<file path="src/rtl/drum_pkg.sv">
// Shared encodings and constants for the drum sequencer.
// The tempo threshold is a function of the clock rate so each instance derives its own.
package drum_pkg;

    localparam int unsigned STEPS = 8;

    // Encoding doubles as the externally visible state_id.
    typedef enum logic [2:0] {
        PLAY   = 3'd0,
        LD_I1  = 3'd1,
        LD_I2  = 3'd2,
        LD_I3  = 3'd3,
        LD_I4  = 3'd4,
        LD_BPM = 3'd5
    } state_t;

    // One eighth note elapses when 2*bpm has been summed 60*CLK_HZ times over.
    function automatic logic [31:0] tick_threshold(input int unsigned clk_hz);
        longint unsigned t;
        t = 64'(clk_hz) * 64'd60;
        return t[31:0];
    endfunction

endpackage

</file>
<file path="src/rtl/tempo_tick.sv">
// Phase-accumulator tempo generator: one-cycle tick per eighth note at bpm.
// Tick is registered (1 cycle after the crossing add); en low clears the phase.
module tempo_tick
    import drum_pkg::*;
#(
    parameter int unsigned CLK_HZ = 50000000
) (
    input  logic       clk,
    input  logic       reset,
    input  logic       en,
    input  logic [7:0] bpm,
    output logic       tick
);

    localparam logic [31:0] THRESH = tick_threshold(CLK_HZ);

    logic [31:0] acc;
    logic [31:0] sum;

    assign sum = acc + 32'({bpm, 1'b0});

    always_ff @(posedge clk or posedge reset) begin
        if (reset) begin
            acc  <= '0;
            tick <= 1'b0;
        end else if (!en) begin
            acc  <= '0;
            tick <= 1'b0;
        end else if (sum >= THRESH) begin
            acc  <= sum - THRESH;
            tick <= 1'b1;
        end else begin
            acc  <= sum;
            tick <= 1'b0;
        end
    end

endmodule

</file>
<file path="src/rtl/drum_sequencer.sv">
// Four-instrument, eight-step drum sequencer: load four patterns and a bpm, then play.
// All outputs registered; go advances the FSM and overrides a coincident tick.
module drum_sequencer #(
    parameter int unsigned CLK_HZ = 50000000,
    parameter int unsigned STEPS  = drum_pkg::STEPS
) (
    input  logic       clk,
    input  logic       reset,
    input  logic       go,
    input  logic [7:0] sel,
    output logic [2:0] state_id,
    output logic [3:0] hits,
    output logic [2:0] step,
    output logic       tick,
    output logic       playing
);

    import drum_pkg::*;

    state_t     state, state_nxt;
    logic [7:0] pat [4];
    logic [7:0] bpm_r;
    logic [2:0] step_inc;
    logic       tempo_en;
    logic       tick_w;

    always_ff @(posedge clk or posedge reset) begin
        if (reset) state <= LD_I1;
        else       state <= state_nxt;
    end

    always_comb begin
        state_nxt = state;
        if (go) begin
            unique case (state)
                LD_I1:   state_nxt = LD_I2;
                LD_I2:   state_nxt = LD_I3;
                LD_I3:   state_nxt = LD_I4;
                LD_I4:   state_nxt = LD_BPM;
                LD_BPM:  state_nxt = PLAY;
                PLAY:    state_nxt = LD_I1;
                default: state_nxt = LD_I1;
            endcase
        end
    end

    assign state_id = state;

    always_ff @(posedge clk or posedge reset) begin
        if (reset) begin
            for (int i = 0; i < 4; i++) pat[i] <= '0;
            bpm_r <= '0;
        end else if (go) begin
            unique case (state)
                LD_I1:   pat[0] <= sel;
                LD_I2:   pat[1] <= sel;
                LD_I3:   pat[2] <= sel;
                LD_I4:   pat[3] <= sel;
                LD_BPM:  bpm_r  <= sel;
                default: ;
            endcase
        end
    end

    // Holding the generator disabled outside PLAY also clears the phase on entry.
    assign tempo_en = (state == PLAY) && !go;

    tempo_tick #(.CLK_HZ(CLK_HZ)) u_tempo (
        .clk   (clk),
        .reset (reset),
        .en    (tempo_en),
        .bpm   (bpm_r),
        .tick  (tick_w)
    );

    assign tick     = tick_w;
    assign step_inc = (32'(step) == STEPS - 1) ? 3'd0 : step + 3'd1;

    always_ff @(posedge clk or posedge reset) begin
        if (reset) begin
            step    <= '0;
            hits    <= '0;
            playing <= 1'b0;
        end else begin
            hits    <= '0;
            playing <= (state_nxt == PLAY);
            if (state == LD_BPM && go) begin
                step <= '0;
                for (int i = 0; i < 4; i++) hits[i] <= pat[i][0];
            end else if (state == PLAY && go) begin
                step <= '0;
            end else if (state == PLAY && tick_w) begin
                step <= step_inc;
                for (int i = 0; i < 4; i++) hits[i] <= pat[i][step_inc];
            end
        end
    end

endmodule
</file>
<file path="config.mk">
export PLATFORM = sky130hd
export DESIGN_NAME = drum_sequencer
export DESIGN_NICKNAME = d
export VERILOG_FILES = /design/src/rtl/drum_pkg.sv /design/src/rtl/tempo_tick.sv /design/src/rtl/drum_sequencer.sv
export SDC_FILE = /design/constraint.sdc
export NUM_CORES = 1
export LEC_CHECK = 0
export ABC_CLOCK_PERIOD_IN_PS = 4450
export CAP_MARGIN = 10
export CORE_MARGIN = 10
export CORE_UTILIZATION = 55
export CTS_BUF_LIST = sky130_fd_sc_hd__clkbuf_8
export CTS_CLUSTER_DIAMETER = 40
export DETAILED_ROUTE_END_ITERATION = 8
export GPL_TIMING_DRIVEN = 1
export PLACE_DENSITY = 0.74
export SLEW_MARGIN = 10
export SYNTH_ARGS = -nofsm -noshare
export SYNTH_HDL_FRONTEND = slang
export SYNTH_SLANG_ARGS = --single-unit
</file>
<file path="constraint.sdc">
create_clock -name clk -period 4.45 [get_ports clk]
set_clock_uncertainty 0.1 [all_clocks]
set_input_delay 0.89 -clock clk [delete_from_list [all_inputs] [get_ports clk]]
set_output_delay 0.89 -clock clk [all_outputs]
set_load 0.02 [all_outputs]
</file>
Word-level counts from Yosys, hierarchy flattened
Index checks and enable logic that the tools add are counted.
Widths: inputs -> output; s select.

cells by class
  add/sub/neg operators = 3
  magnitude comparators = 2
  equal/unequal tests = 6
  mux-type cells = 21
  reduce and logical (&&, ||, !) cells = 13

operators with widths
  kind                    number
  $mux 32                 2
  $add 32x9->32           1
  $ge 32x32->1 const B    1
  $sub 32x32->32 const B  1
  $mux 3                  5
  $pmux 3 s5              1
  $bmux 1 s3              4
  $mux 4                  3
  $reduce_and 2->1        5
  $eq 3x3->1 const B      3
  $eq 3x2->1 const B      2
  $logic_not 3->1         2
  $mux 1                  6
  $logic_and 1x1->1       4
  $lt 3x4->1 const B      1
  $add 3x1->3 const B     1
  $eq 3x1->1 const B      1
  $reduce_bool 3->1       1
  $logic_not 1->1         1

word-level totals
  register bits = 84
  input port bits = 11
  output and inout bits = 12
  word-level logic and storage cells = 56

Longest topological paths before layout
Gate-level depths: netlist of run 1.

  word-level depth = 7
  mapped depth = 14
  mapped depth without buffers = 14

Cells and area by module
From an unflattened synthesis of run 1, not the netlist that was laid out.

unflattened totals
  cells, all modules = 487
  area total of the unflattened synthesis = 4978.5 um^2

modules (own cells, without submodules)
  module          times used  cells an instance  area an instance (um^2)  seq. area each (um^2)
  tempo_tick      1           309                2682.6                   800.8
  drum_sequencer  1           178                2296.0                   1277.5

Least setup slack after synthesis of run 1
No wires, ideal clock.

  kind = register to register
  start point = register bpm_r[0]
  end point = register u_tempo.acc[22]
  library setup time = 0.120 ns
  arrival time = 3.305 ns
  required time = 4.230 ns
  path slack = 0.925 ns
  cell stages (with the launch flop) = 14
  buffers on the path = 1
  period minus slack after synthesis = 3.525 ns
  path through = dfrtp_1 > ha_1 > fa_1 > a211oi_1 > o211ai_2 > a41o_1 > a21o_1 > a211o_1 > a211o_1 > nand4_4 > a21o_1 > buf_6 > o21ai_1 > and3_1

between the ends
  word-level cells in the longest chain between the ends = 4
  elaborated cells on any way between the ends = 5
  classes of those cells = add/sub: 2; order compare: 1; mux: 2

ends and longest elaborated chain
  item                                                   RTL line                            text
  from (decl)                                            drum_sequencer.sv:22                logic [7:0] bpm_r;
  from (signal assigned)                                 drum_sequencer.sv:59                LD_BPM: bpm_r <= sel;
  $add 32x9->32 *                                        tempo_tick.sv:20                    assign sum = acc + 32'({bpm, 1'b0});
  $sub 32x32->32 / $ge 32x32->1 (equally long branches)  tempo_tick.sv:30, tempo_tick.sv:29
  $mux 32 *                                              tempo_tick.sv:29                    end else if (sum >= THRESH) begin
  $mux 32 *                                              tempo_tick.sv:26                    end else if (!en) begin
  to (signal assigned)                                   tempo_tick.sv:30                    acc <= sum - THRESH;
  to (signal assigned)                                   tempo_tick.sv:33                    acc <= sum;
  to (decl)                                              tempo_tick.sv:17                    logic [31:0] acc;

Mark *: on every way between the ends. The rest lies on a longest branch, timed or not.
A chain may end at the register's enable or synchronous reset.

Final worst setup path of run 1
  start point = register bpm_r[0]
  end point = register u_tempo.acc[17]

The elaborated chain is that of the path after synthesis.

==> run metrics, run 1 <==
DRC viols=0; drt wl/cell=18.8 um; first-pass GRT wire length=20,000 um; vias in the first global route=3,903; clk_lat worst skew=0.36 ns; sequential area share after synthesis=0.419; Antenna diodes=0; Reg area=2080 um^2; First-pass DRT Iterations=4; pin count of the biggest net entering global routing=42; Max Slew Vio Count=0; WP data required=4.63 ns; root buffer cell=clkbuf_8; P_leak=2.28 nW; Post-DRT Antenna Nets=0; Die Area=13,200 um^2; Num CTS Buffers=9; most common cell after layout, fill and taps aside=dfrtp_1; TritonCTS clock tree=done; final net count=536; multi-input logic area=2750 um^2; Synth cell types=71; max-slew headroom at the worst pin=0.315; CP max FO=14; met1 Usage GRT=0.249; f_max=242 MHz; port buffer count=22; Reg-to-Reg Start=bpm_r[0]; Worst setup SP type=flop; CP max stage delay=0.49 ns; I/O pin count=23; GR peak layer=met2; Syn Area/Cell=9.99 um^2; Die H=115 um; Die X=115 um; cells after synthesis=496; initial core utilization=0.566; Rows=34; initial antenna violation count=0; Power Dens Cells=441 nW/um^2; Congestion Overflow GR=0; critical path, cell by cell=ha_1 > fa_1 > a211oi_1 > o211ai_2 > a41o_1 > a21o_1 > a211o_1 > a211o_1 > nand4_4 > a21o_1 > o32a_1 > mux2i_1; status=finished clean; Seq cells post-synth=83; Area Growth Syn to Fin=10.2%; vias per cell=6.29; RSZ-0062 raised after global routing=no; Fin. Hold Viols=0; GPL Wtd Cong=0.945; Period Utilization, post-route=0.930; WL final=11,700 um; clock-pin slew on the worst setup and hold paths=0.09 ns; Worst-Margin Slew=1.03 ns; CP bufs+invs=0; Crit path arrival time=4.32 ns; GR Layer Usage met3=0.0313; Syn. warnings=0; Post-Syn Area=4960 um^2; Total GRT Usage=0.184; commonest non-fill, non-tap cells in the layout=dfrtp_1, nand2_1, mux2_2; clock sink count=83; Starting DRT DRC Count=203; critical path capture point type=flop; TNS Setup=0 ns; Max Root-Sink Buffers=2; DP Wirelength=8280 um; H-tree depth=3; CP Launch Point=bpm_r[0]; vias=3,940; maximum vdd drop=0.290 mV; fillcell total=731; most common flop cell mapped by yosys=dfrtp_1; Min-Delay Path Class=flop to flop; Hold Startpoint=bpm_r[3]; slowest stage cell, crit path=a211oi_1; hold slack=0.390 ns; grt met2 use=0.292; core area=8760 um^2; post-route minimum period=4.14 ns; Post-synth ARST share=1.00; share of layout cells above drive strength 1=0.160; Max-cap violations=0; Top Family by Delay on Critical Path=compound AO/OA/AOI/OAI gates; WS Path Type=flop to flop; # setup viols final=0; EDFF count, synth=0; setup bufs post-CTS=0; Syn Nets=519
worst paths after layout:
path	endpoint	slack (ns)	cells after the start
setup / recovery	u_tempo.acc[17]	0.31	12
hold / removal	bpm_r[3]	0.39	2
setup reg to reg	u_tempo.acc[17]	0.31	12
hold reg to reg	bpm_r[3]	0.39	2
max in group asynchronous	u_tempo.acc[9]	2.70	3
min in group asynchronous	step[2]	0.71	2
state kept, by name, indices dropped and copies added (netlist names):
signal,count
state_id,3
pat,32
u_tempo.tick,1
bpm_r,8
u_tempo.acc,31
step,3
playing,1
hits,4
per-layer routing:
layer  vias up  routed length [um]
li1       1857                   -
met1      1950                5340
met2       115                5620
met3        18                 553
met4         0                 225
met5         -                   0
metrics by stage:
| stage | cell area [um^2] | total power (W) | util | cells | setup slack, ns |
|---|---|---|---|---|---|
| CTS | 5450 | 0.00241 | 0.622 | 626 | 0.300 |
| global route | 5460 | 0.00255 | 0.624 | 626 | 0.0411 |
| global placement | 5240 | 0.00179 | 0.598 | 610 | 0.491 |
| finish | 5460 | 0.00241 | 0.624 | 626 | 0.312 |
| floorplan | 4960 | 0.00165 | - | 496 | 0.925 |
| detailed placement | 5240 | 0.00182 | 0.598 | 610 | 0.335 |
Yosys cell counts (all sizes together) (3+ instances only):
master,number,area share
a211oi,16,0.026
a21boi,3,0.0061
a21o,6,0.0091
a21oi,26,0.027
a22oi,3,0.0045
a31o,4,0.0071
a31oi,4,0.0050
and2,7,0.0088
and3,10,0.013
buf,9,0.013
clkbuf,13,0.0098
dfrtp,82,0.41
ha,11,0.028
inv,9,0.0068
mux2,32,0.073
mux2i,5,0.010
mux4,4,0.018
nand2,54,0.041
nand2b,7,0.0088
nand3,19,0.020
nand4,13,0.021
nor2,25,0.019
nor2b,6,0.0076
nor3,15,0.018
nor3b,3,0.0045
nor4,5,0.0076
o211ai,4,0.0071
o21a,4,0.0061
o21ai,25,0.025
o22ai,3,0.0063
o31a,5,0.0088
o31ai,3,0.0045
xnor2,24,0.044
xor2,9,0.016
power breakdown:
part	internal (W)	switching, W	leakage [nW]
Sequential	0.000968	0.000152	1.08
Combinational	0.000359	0.000348	1.10
Clock	0.000270	0.000312	0.107
worst min-delay path, stage by stage, from the launching register on:
cell	delay, ns
dfrtp_1	0.36
nand2_1	0.05
nand2_1	0.05
kinds of logic after synthesis:
group                      share of synthesized area
adders and majority gates                     0.0318
and+or+nand+nor                                0.189
xor gates and xnor gates                      0.0598
DFF                                            0.419
AOI/OAI and AO/OA                              0.169
buffers and inverters                         0.0298
muxes                                          0.101
timing repair:
action,4_1_cts,5_1_grt
hold buffers,0,0
gates resized for setup,0,2
endpoints found under the setup margin,0,2
cell type report:
| cell class | instances | share of cell area |
|---|---|---|
| Timing Repair Buffer | 28 | 0.0485 |
| Tap cell | 108 | 0.0247 |
| Multi-Input combinational cell | 382 | 0.502 |
| Clock buffer | 9 | 0.0227 |
| Inverter | 9 | 0.00641 |
| Clock inverter | 7 | 0.0149 |
| Sequential cell | 83 | 0.380 |
Power figures use the tool's default switching activity.
==> inputs of run 2 (changes only) <==
--- a/config.mk
+++ b/config.mk
@@ -11,6 +11,7 @@
 export CORE_UTILIZATION = 55
 export CTS_BUF_LIST = sky130_fd_sc_hd__clkbuf_8
 export CTS_CLUSTER_DIAMETER = 40
+export CTS_CLUSTER_SIZE = 30
 export DETAILED_ROUTE_END_ITERATION = 8
 export GPL_TIMING_DRIVEN = 1
 export PLACE_DENSITY = 0.74
==> results of run 2 <==
Final layout, timing and power as in run 1 (identical DEF).
==> inputs of run 3 (changes only) <==
--- a/config.mk
+++ b/config.mk
@@ -5,7 +5,7 @@
 export SDC_FILE = /design/constraint.sdc
 export NUM_CORES = 1
 export LEC_CHECK = 0
-export ABC_CLOCK_PERIOD_IN_PS = 4450
+export ABC_CLOCK_PERIOD_IN_PS = 3500
 export CAP_MARGIN = 10
 export CORE_MARGIN = 10
 export CORE_UTILIZATION = 55
@@ -14,8 +14,9 @@
 export CTS_CLUSTER_SIZE = 30
 export DETAILED_ROUTE_END_ITERATION = 8
 export GPL_TIMING_DRIVEN = 1
-export PLACE_DENSITY = 0.74
+export PLACE_DENSITY = 0.77
 export SLEW_MARGIN = 10
 export SYNTH_ARGS = -nofsm -noshare
 export SYNTH_HDL_FRONTEND = slang
 export SYNTH_SLANG_ARGS = --single-unit
+export TNS_END_PERCENT = 1
==> constraint.sdc (replaced) <==
create_clock -name clk -period 3.5 [get_ports clk]
set_clock_uncertainty 0.1 [all_clocks]
set_input_delay 0.7 -clock clk [delete_from_list [all_inputs] [get_ports clk]]
set_output_delay 0.7 -clock clk [all_outputs]
set_load 0.02 [all_outputs]
==> run 3 against run 2 <==
  * The flow now finishes with violations (negative setup slack)
  * Highest routed layer unchanged
  * Count of clock-buffer cells in the layout is the same
  * First-iteration DRC count rose by 34%
  * Cell area grew 11%
  * Core utilization increased by 7.1 points
  * Non-clock buffer count rose by 57
  * Combinational power up 47%
  * Global-route usage rose by 1.2 points
  * Clock power is 27% higher
  * Critical path depth is 1 higher
  * Wire length rose by 11%
  * Final cell count grew 9.1%
  * Sequential share of layout area shrank 3.9 points
==> run metrics, run 3 (same netlist as run 1, synthesis figures left out) <==
vias per cell=6.24 (-0.90%); clock-pin slew on the worst setup and hold paths=0.10 ns (about the same); slowest stage cell, crit path=dfrtp_1; Period Utilization, post-route=1.04 (+0.107); P_leak=2.58 nW (+13%); share of layout cells above drive strength 1=0.296 (+0.135); Total GRT Usage=0.197 (+0.0125); Rows=34 (unchanged); CP max stage delay=0.42 ns (-0.07 ns); most common cell after layout, fill and taps aside=dfrtp_1; Critical Path Stages=13 (+1); CP bufs+invs=1 (+1); clock power share=0.231 (-0.011); Num CTS Buffers=9 (unchanged); initial antenna violation count=0 (unchanged); Congestion Overflow GR=0 (unchanged); final net count=593 (+11%); worst slack, placed=-0.199 ns (-0.533 ns); Cells on Worst Hold Path=2 (unchanged); pin count of the biggest net entering global routing=84 (+100%); Reg area=2080 um^2 (unchanged); fillcell total=633 (-13%); Net Sw Power=0.00108 W (+33%); Post-DRT Antenna Nets=0 (unchanged); sw frac=0.337 (about the same); Min-Delay Path Class=flop to flop; violated checks=negative setup slack; H-tree depth=3 (unchanged); Power Dens Cells=527 nW/um^2 (+19%); critical path, cell by cell=ha_4 > fa_2 > a211oi_4 > buf_4 > o211ai_4 > nand4_1 > mux2i_2 > a41o_1 > a211o_1 > nand4_4 > a21o_4 > or3_1 > and3_4; WL final=13,000 um (+11%); PnR worst setup slack=-0.127 ns (-0.440 ns); vias=4,260 (+8.1%); Area Growth Syn to Fin=22.8%; total power=0.00321 W (+33%); TritonCTS clock tree=done; f_max=276 MHz (+14%); status=finished with violations; drt wl/cell=19.0 um (+1.6%); WP data required=3.66 ns (-0.97 ns); First-pass DRT Iterations=5 (+1); first-pass GRT wire length=21,400 um (+7.0%); root buffer cell=clkbuf_8; commonest non-fill, non-tap cells in the layout=dfrtp_1, buf_4, nand2_1; Antenna diodes=0 (unchanged); Die H=115 um (unchanged); hold slack=0.410 ns (+0.0198 ns); Worst setup SP type=flop; internal power=0.00213 W (+33%); post-route minimum period=3.63 ns (-0.510 ns); Crit path arrival time=3.78 ns (-0.54 ns); initial core utilization=0.566 (unchanged); multi-input logic area=2920 um^2 (+6.2%); Seq pwr share=0.446 (-0.019); Reg with most FFs=pat; Die Area=13,200 um^2 (unchanged); DP Wirelength=9010 um (+8.9%); WS Path Type=flop to flop; top flop regs=pat x32, u_tempo.acc x31, bpm_r x8; GPL Wtd Cong=0.951 (+0.70%); max FFs per register=32 (unchanged); Max-cap violations=0 (unchanged); TNS Setup=-0.954 ns (-0.954 ns); clk_lat worst skew=0.36 ns (about the same); Max Slew Vio Count=0 (unchanged); maximum vdd drop=0.422 mV (+45%); # setup viols final=14 (+14); Design Area, Final=6090 um^2 (+11%); max-slew headroom at the worst pin=0.503 (+0.188); DRC viols=0 (unchanged); clock sink count=83 (unchanged); RSZ-0062 raised after global routing=yes; I/O pin count=23 (unchanged); Top Family by Delay on Critical Path=compound AO/OA/AOI/OAI gates; placed cell areas=5620 um^2 (+7.2%); reg2reg path depth=13 (+1); Fin. Hold Viols=0 (unchanged); Max Root-Sink Buffers=2 (unchanged); Worst-Margin Slew=0.745 ns (-0.282 ns); vias in the first global route=4,426 (+13%); Starting DRT DRC Count=273 (+34%); port buffer count=22 (unchanged); Gate power share=0.323 (+0.030); core area=8760 um^2 (unchanged); Die X=115 um (unchanged); CP max FO=7 (-7); critical path capture point type=flop
run 3: cell types whose count changed in the layout (fill, tap and decap cells not counted), moves of 4 or more:
cell and change:
a211oi_2 +6, nor3_1 -4, buf_4 +52, a211oi_1 -7, buf_6 +4, nor3_2 +4
run 3: worst paths after layout:
path                            startpoint         endpoint  slack, ns
worst min register to register    bpm_r[6]         bpm_r[6]       0.41
worst min-delay path              bpm_r[6]         bpm_r[6]       0.41
worst max-delay path              bpm_r[0]  u_tempo.acc[22]      -0.13
max in group asynchronous            reset  u_tempo.acc[14]       2.31
worst max register to register    bpm_r[0]  u_tempo.acc[22]      -0.13
min in group asynchronous            reset      state_id[2]       0.64
run 3: metrics by stage:
| step | utilization | std cells |
|---|---|---|
| 6_report | 0.695 | 683 |
| 5_1_grt | 0.695 | 683 |
| 4_1_cts | 0.673 | 678 |
| 3_5_place_dp | 0.641 | 658 |
| 3_3_place_gp | 0.641 | 658 |
| 2_1_floorplan | - | 496 |
run 3: worst min-delay path, cell delays in order, from the launching register on:
cell and delay (ns):
dfrtp_1 0.37, nand2_1 0.06, nand2_1 0.06
run 3: repair_timing:
item,CTS,global route
pin swaps,5,26
hold endpoints to repair,0,0
resized for setup,9,36
buffers inserted,4,5
hold buffers,0,0
setup endpoints to repair,22,22
gates cloned,0,0
run 3: layer usage:
metal  vias to the layer above  share of wire  GRT usage
li1                       1975              -          -
met5                         -              0          0
met4                         0          0.028     0.0957
met3                        33          0.046     0.0302
met2                       140           0.50      0.329
met1                      2112           0.42      0.243
run 3: final cells by class:
| type | count | area share |
|---|---|---|
| timing repair buffer | 85 | 0.118 |
| tap | 108 | 0.0222 |
| clock buffer | 9 | 0.0203 |
| clock inverter | 7 | 0.0129 |
| multi-input combinational | 382 | 0.479 |
| inverter | 9 | 0.00575 |
| sequential | 83 | 0.341 |
run 3: power by group through the flow:
stage | clock network (W) | logic, W | registers (W)
final | 0.000739 | 0.00104 | 0.00143
after global routing | 0.000782 | 0.00113 | 0.00146
after floorplan | 0 | 0.000713 | 0.00138
after detailed placement | 0 | 0.000989 | 0.00144
after global placement | 0 | 0.000959 | 0.00141
after CTS | 0.000742 | 0.00101 | 0.00142
